===== src/rtl/cic_integrator_decim.sv =====
// Two cascaded integrators with modulo-DECIM sample counter; emits one
// full-width integrator value per DECIM accepted samples for the comb stage.
module cic_integrator_decim #(
    parameter int unsigned NIN   = 16,
    parameter int unsigned NACC  = 40,
    parameter int unsigned DECIM = 400
) (
    input  logic                   clk,
    input  logic                   rst,
    input  logic                   din_valid,
    input  logic signed [NIN-1:0]  din,
    output logic                   dout_valid,
    output logic signed [NACC-1:0] dout
);

    localparam int unsigned   CNT_W    = (DECIM > 2) ? $clog2(DECIM) : 1;
    localparam logic [CNT_W-1:0] CNT_LAST = CNT_W'(DECIM - 1);

    logic signed [NACC-1:0] i1_q, i1_d;
    logic signed [NACC-1:0] i2_q, i2_d;
    logic signed [NACC-1:0] dout_q, dout_d;
    logic [CNT_W-1:0]       cnt_q, cnt_d;
    logic                   valid_q, valid_d;
    logic signed [NACC-1:0] din_ext;

    assign din_ext = {{(NACC - NIN){din[NIN-1]}}, din};

    // i2 integrates the pre-update i1; all sums wrap modulo 2^NACC
    always_comb begin
        i1_d    = i1_q;
        i2_d    = i2_q;
        dout_d  = dout_q;
        cnt_d   = cnt_q;
        valid_d = 1'b0;
        if (din_valid) begin
            i1_d = i1_q + din_ext;
            i2_d = i2_q + i1_q;
            if (cnt_q == CNT_LAST) begin
                cnt_d   = '0;
                dout_d  = i2_q + i1_q;
                valid_d = 1'b1;
            end else begin
                cnt_d = cnt_q + CNT_W'(1);
            end
        end
    end

    always_ff @(posedge clk) begin
        if (rst) begin
            i1_q    <= '0;
            i2_q    <= '0;
            dout_q  <= '0;
            cnt_q   <= '0;
            valid_q <= 1'b0;
        end else begin
            i1_q    <= i1_d;
            i2_q    <= i2_d;
            dout_q  <= dout_d;
            cnt_q   <= cnt_d;
            valid_q <= valid_d;
        end
    end

    assign dout       = dout_q;
    assign dout_valid = valid_q;

endmodule


===== config.mk =====
export PLATFORM = sky130hd
export DESIGN_NAME = cic_integrator_decim
export DESIGN_NICKNAME = d
export VERILOG_FILES = /design/src/rtl/cic_integrator_decim.sv
export SDC_FILE = /design/constraint.sdc
export NUM_CORES = 1
export LEC_CHECK = 0
export ABC_AREA = 1
export BUFFER_PORTS_ARGS = -buffer_cell sky130_fd_sc_hd__buf_2
export CAP_MARGIN = 20
export CORE_ASPECT_RATIO = 1.4
export CORE_MARGIN = 4
export CORE_UTILIZATION = 50
export CTS_BUF_LIST = sky130_fd_sc_hd__clkbuf_16
export DETAILED_ROUTE_END_ITERATION = 16
export GPL_ROUTABILITY_DRIVEN = 0
export GPL_TIMING_DRIVEN = 0
export HOLD_SLACK_MARGIN = 0.03
export PLACE_DENSITY = 0.65
export SYNTH_ARGS = -nofsm -noshare
export SYNTH_HDL_FRONTEND = slang
export SYNTH_SLANG_ARGS = --single-unit

===== constraint.sdc =====
create_clock -name clk -period 5.4 [get_ports clk]
set_input_delay 1.08 -clock clk [delete_from_list [all_inputs] [get_ports clk]]
set_output_delay 1.08 -clock clk [all_outputs]
set_load 0.02 [all_outputs]

; ---- Yosys cells after proc, flatten, opt, wreduce, memory -nomap -nowiden
; Index checks and enable logic that the tools add are counted.
[totals]
register_bits = 130
inputBits = 19
elab_cells = 14
[classes]
add_sub_neg = 3
eq_ne = 1
mux = 2
bitwise = 1
reduce_logical = 2
[ops]
columns = cell, count
row1 = 40-bit by 16-bit adder with 40-bit output, 1
row2 = 40-bit adder, 1
row3 = 9-bit by 1-bit adder with 9-bit output (second input constant), 1
row4 = 9-bit == test (second input constant), 1
row5 = 9-bit two-way mux, 1
row6 = 2-bit AND reduction, 1
row7 = 2-bit OR reduction, 1
row8 = 1-bit two-way mux, 1
row9 = 1-bit NOT, 1

; ---- Logic depth before layout (Yosys ltp)
[depth]
depth_word = 2
depth_mapped = 15

; ---- Least setup slack after synthesis
; Ideal clock, no wire load.
[synth_timing]
kind = in2reg
startpoint = input din[0]
endpoint = register i1_q[32]
arrival_time_ns = 2.557
slack_ns = 2.734
path_stages = 14
path_buffers = 0
path_cell_list = ha_1 > fa_1 > nand3_1 > nand3_1 > nand2_1 > nand3_1 > nand2_1 > nand2_1 > nand2_1 > nand2_1 > nand2_1 > nand3_1 > nand2_1 > inv_1
[synth_between]
elab_chain_cells = 1
[synth_rtl]
columns = item, line_no
row1 = "start, declared", 11  ; input logic signed [NIN-1:0] din,
row2 = 40-bit by 16-bit adder with 40-bit output, 36  ; i1_d = i1_q + din_ext;
row3 = "end signal, assigned", 56  ; i1_q <= i1_d;
row4 = "end, declared", 19  ; logic signed [NACC-1:0] i1_q, i1_d;
; Every way passes these cells.
; A chain may end at the register's enable or synchronous reset.

; ---- Final worst setup path
[layout_timing]
startpoint = input din[15]
endpoint = register i1_q[27]
; The elaborated chain is that of the path after synthesis.

==> run metrics <==
clock group share of total power 0.336; post-synthesis xor/xnor area fraction 0.0391; Peak Freq 0.342 GHz; Worst-Skew Late Latency 0.42 ns; most used cell, CP nand2_1; RSZ-0062 raised after global routing false; vias in the first global route 10,400; Clock Skew 0.00876 ns; GR Util All Layers 0.258; largest net degree at the start of global routing 26; slew margin rel. 0.514; routed len/inst 14.0 um; Register Area 2600 um^2; Routed WL 30,700 um; Final Power 0.00332 W; Sequential Power Share 0.331; initial core utilization 0.508; cells after synthesis 1,840; remaining antenna violation count 0; Leak 7.04 nW; net switching power 0.00124 W; post-synth design cell area 10,700 um^2; delay-heaviest family, CP simple AND/OR/NAND/NOR gates; initial antenna violation count 0; Num CTS Buffers 17; row cnt 63; DR vias/cell 5.01; clk slew on worst S/H paths 0.06 ns; FF+latch count, synth 130; number of antenna cells inserted 0; WP data required 5.72 ns; complex-gate fraction of the synthesized area 0.0881; Pins Over Slew Limit 0; commonest non-fill, non-tap cell in the layout nand2_1; CTS sink count 130; Multi-input gate area 6730 um^2; Setup crit start kind input pin; Clock Tree Buf Depth 2; Crit Path Max Fanout 25; Tcrit/Tclk final 0.541; total of max-cap violations 0; # fillers 2,248; I/O Buffers 57; Peak VDD IR 0.167 mV; CTS tree yes; mux contribution to synthesized area 0; Seq/Total Area, Yosys 0.243; most frequent cells in the layout nand2_1 (618), inv_1 (320), nor2_1 (260), dfxtp_1 (130), nand3_1 (94); HPWL after detailed placement 25,300 um; Final Net Count 2,016; Worst Setup End Kind flop; Yosys cell types 36; Congestion Overflow GR 0; Synth Flop Type dfxtp_1; CP Cell Sequence buf_2 -> ha_1 -> nand2_1 -> inv_1 -> nand2_1 -> nand2_1 -> a21oi_1 -> nand3_1 -> nand2_1 -> nand2_1 -> nand2_1 -> nand3_1 -> nand2_1 -> inv_1; status completed; Critical Path AT 3.25 ns; kind of critical path input pin to flop; via count 11,000; Sw Share 0.375; die width 132 um; Comb power frac 0.333; hold_buf cts 0; Buf/Inv on CP 3; die area 23,900 um^2; chip height 181 um; Post-Syn Nets 1,940; Syn-to-layout area delta 11.0%; final hold violation count 0; remaining routing DRC violations 0; I/O pin total 60; fin crit period 2.92 ns; final setup TNS 0 ns; post-CTS setup buffer count 0; first-pass GRT wire length 49,900 um; adder-cell share of the synthesized area 0.0959; share of flip-flops with an asynchronous set or reset 0; Core Region 21,100 um^2; Yosys warning count 0; synthesized area per cell 5.83 um^2; Worst Tran Pin Value 0.728 ns; placed cell count 2,157; Hold WS 0.444 ns; Power per Cell Area 279 nW/um^2; 1st-pass router iterations 5; CTS Root Cell clkbuf_16; Max stage delay on crit path 0.47 ns; slowest stage cell, crit path buf_2; main combinational cell family by area after synthesis simple AND/OR/NAND/NOR gates; # resized after CTS 0; post-synthesis simple-gate area fraction 0.404; H-tree depth 4; Worst Hold Class flop to flop; layout cells sized above 1 0.0829; Setup-failing EPs final 0; drt initial violations 649; EDFF count, synth 0; Finished Layout Cells 2,189; P_int 0.00207 W
==> sequential cells by signal (all words and copies together), names as in the netlist <==
name and flops:
i2_q 40, dout_valid 1, dout 40, cnt_q 9, i1_q 40
==> worst min-delay path: stages, from the launching register on <==
cell     delay, ns
dfxtp_1       0.32
nand2_1       0.05
nand2_1       0.05
==> layout make-up <==
class / instances / area share
Sequential cell: 130 / 0.219
Tap cell: 260 / 0.0273
Buffer: 34 / 0.0151
Timing Repair Buffer: 57 / 0.0240
Clock inverter: 15 / 0.0120
Clock buffer: 17 / 0.0357
Multi-Input combinational cell: 1353 / 0.565
Inverter: 323 / 0.102
==> metrics by stage <==
stage	cell area, um^2	worst slack [ns]	util
global route	11900	2.30	0.563
detailed placement	11300	2.07	0.536
CTS	11900	2.52	0.563
floorplan	10700	2.73	-
global placement	11300	2.11	0.536
finish	11900	2.48	0.563
==> Yosys cell counts (all sizes together) (4+ instances only) <==
| cell type | n | area [um^2] |
|---|---|---|
| nand2 | 641 | 2460 |
| inv | 323 | 1210 |
| nor2 | 273 | 1090 |
| dfxtp | 130 | 2600 |
| nand3 | 110 | 631 |
| o21ai | 83 | 415 |
| ha | 79 | 988 |
| a21oi | 75 | 379 |
| xor2 | 26 | 235 |
| xnor2 | 21 | 184 |
| clkbuf | 18 | 67.6 |
| buf | 15 | 104 |
| o211ai | 13 | 97.6 |
| nor3 | 11 | 55.1 |
| nand4 | 5 | 46.3 |
| o21bai | 4 | 30.0 |
==> layer usage <==
metal,GRT usage,wire [um],vias up,share of wire
met2,0.451,14300,267,0.47
met1,0.321,14000,4807,0.46
met5,0,0,-,0
li1,-,-,5807,-
met3,0.0234,1060,79,0.035
met4,0.121,1320,0,0.043
==> path summary, 6_finish.rpt <==
path	startpoint	end	slack (ns)	depth (start not counted)
max	din[15]	i1_q[27]$_SDFFE_PP0P_	2.48	14
min	dout[36]$_SDFFE_PP0P_	dout[36]$_SDFFE_PP0P_	0.44	2
max reg2reg	i1_q[0]$_SDFFE_PP0P_	i1_q[38]$_SDFFE_PP0P_	2.94	14
min reg2reg	dout[36]$_SDFFE_PP0P_	dout[36]$_SDFFE_PP0P_	0.44	2
==> power groups by stage <==
stage                     Sequential [W]  Clock, W  Combinational [W]
after floorplan                  0.00109         0           0.000829
after global placement           0.00111         0            0.00108
after detailed placement         0.00111         0            0.00109
after CTS                        0.00109   0.00114            0.00110
after global routing             0.00110   0.00118            0.00126
final                            0.00110   0.00112            0.00111
==> kinds of logic after synthesis <==
group	Yosys count
XOR/XNOR	47
adder cells (fa/ha/maj)	81
AND/OR/NAND/NOR	1047
flip-flops	130
AO/OA/AOI/OAI	178
buffers and inverters	357
No activity file was read; power rests on OpenSTA's default activity.
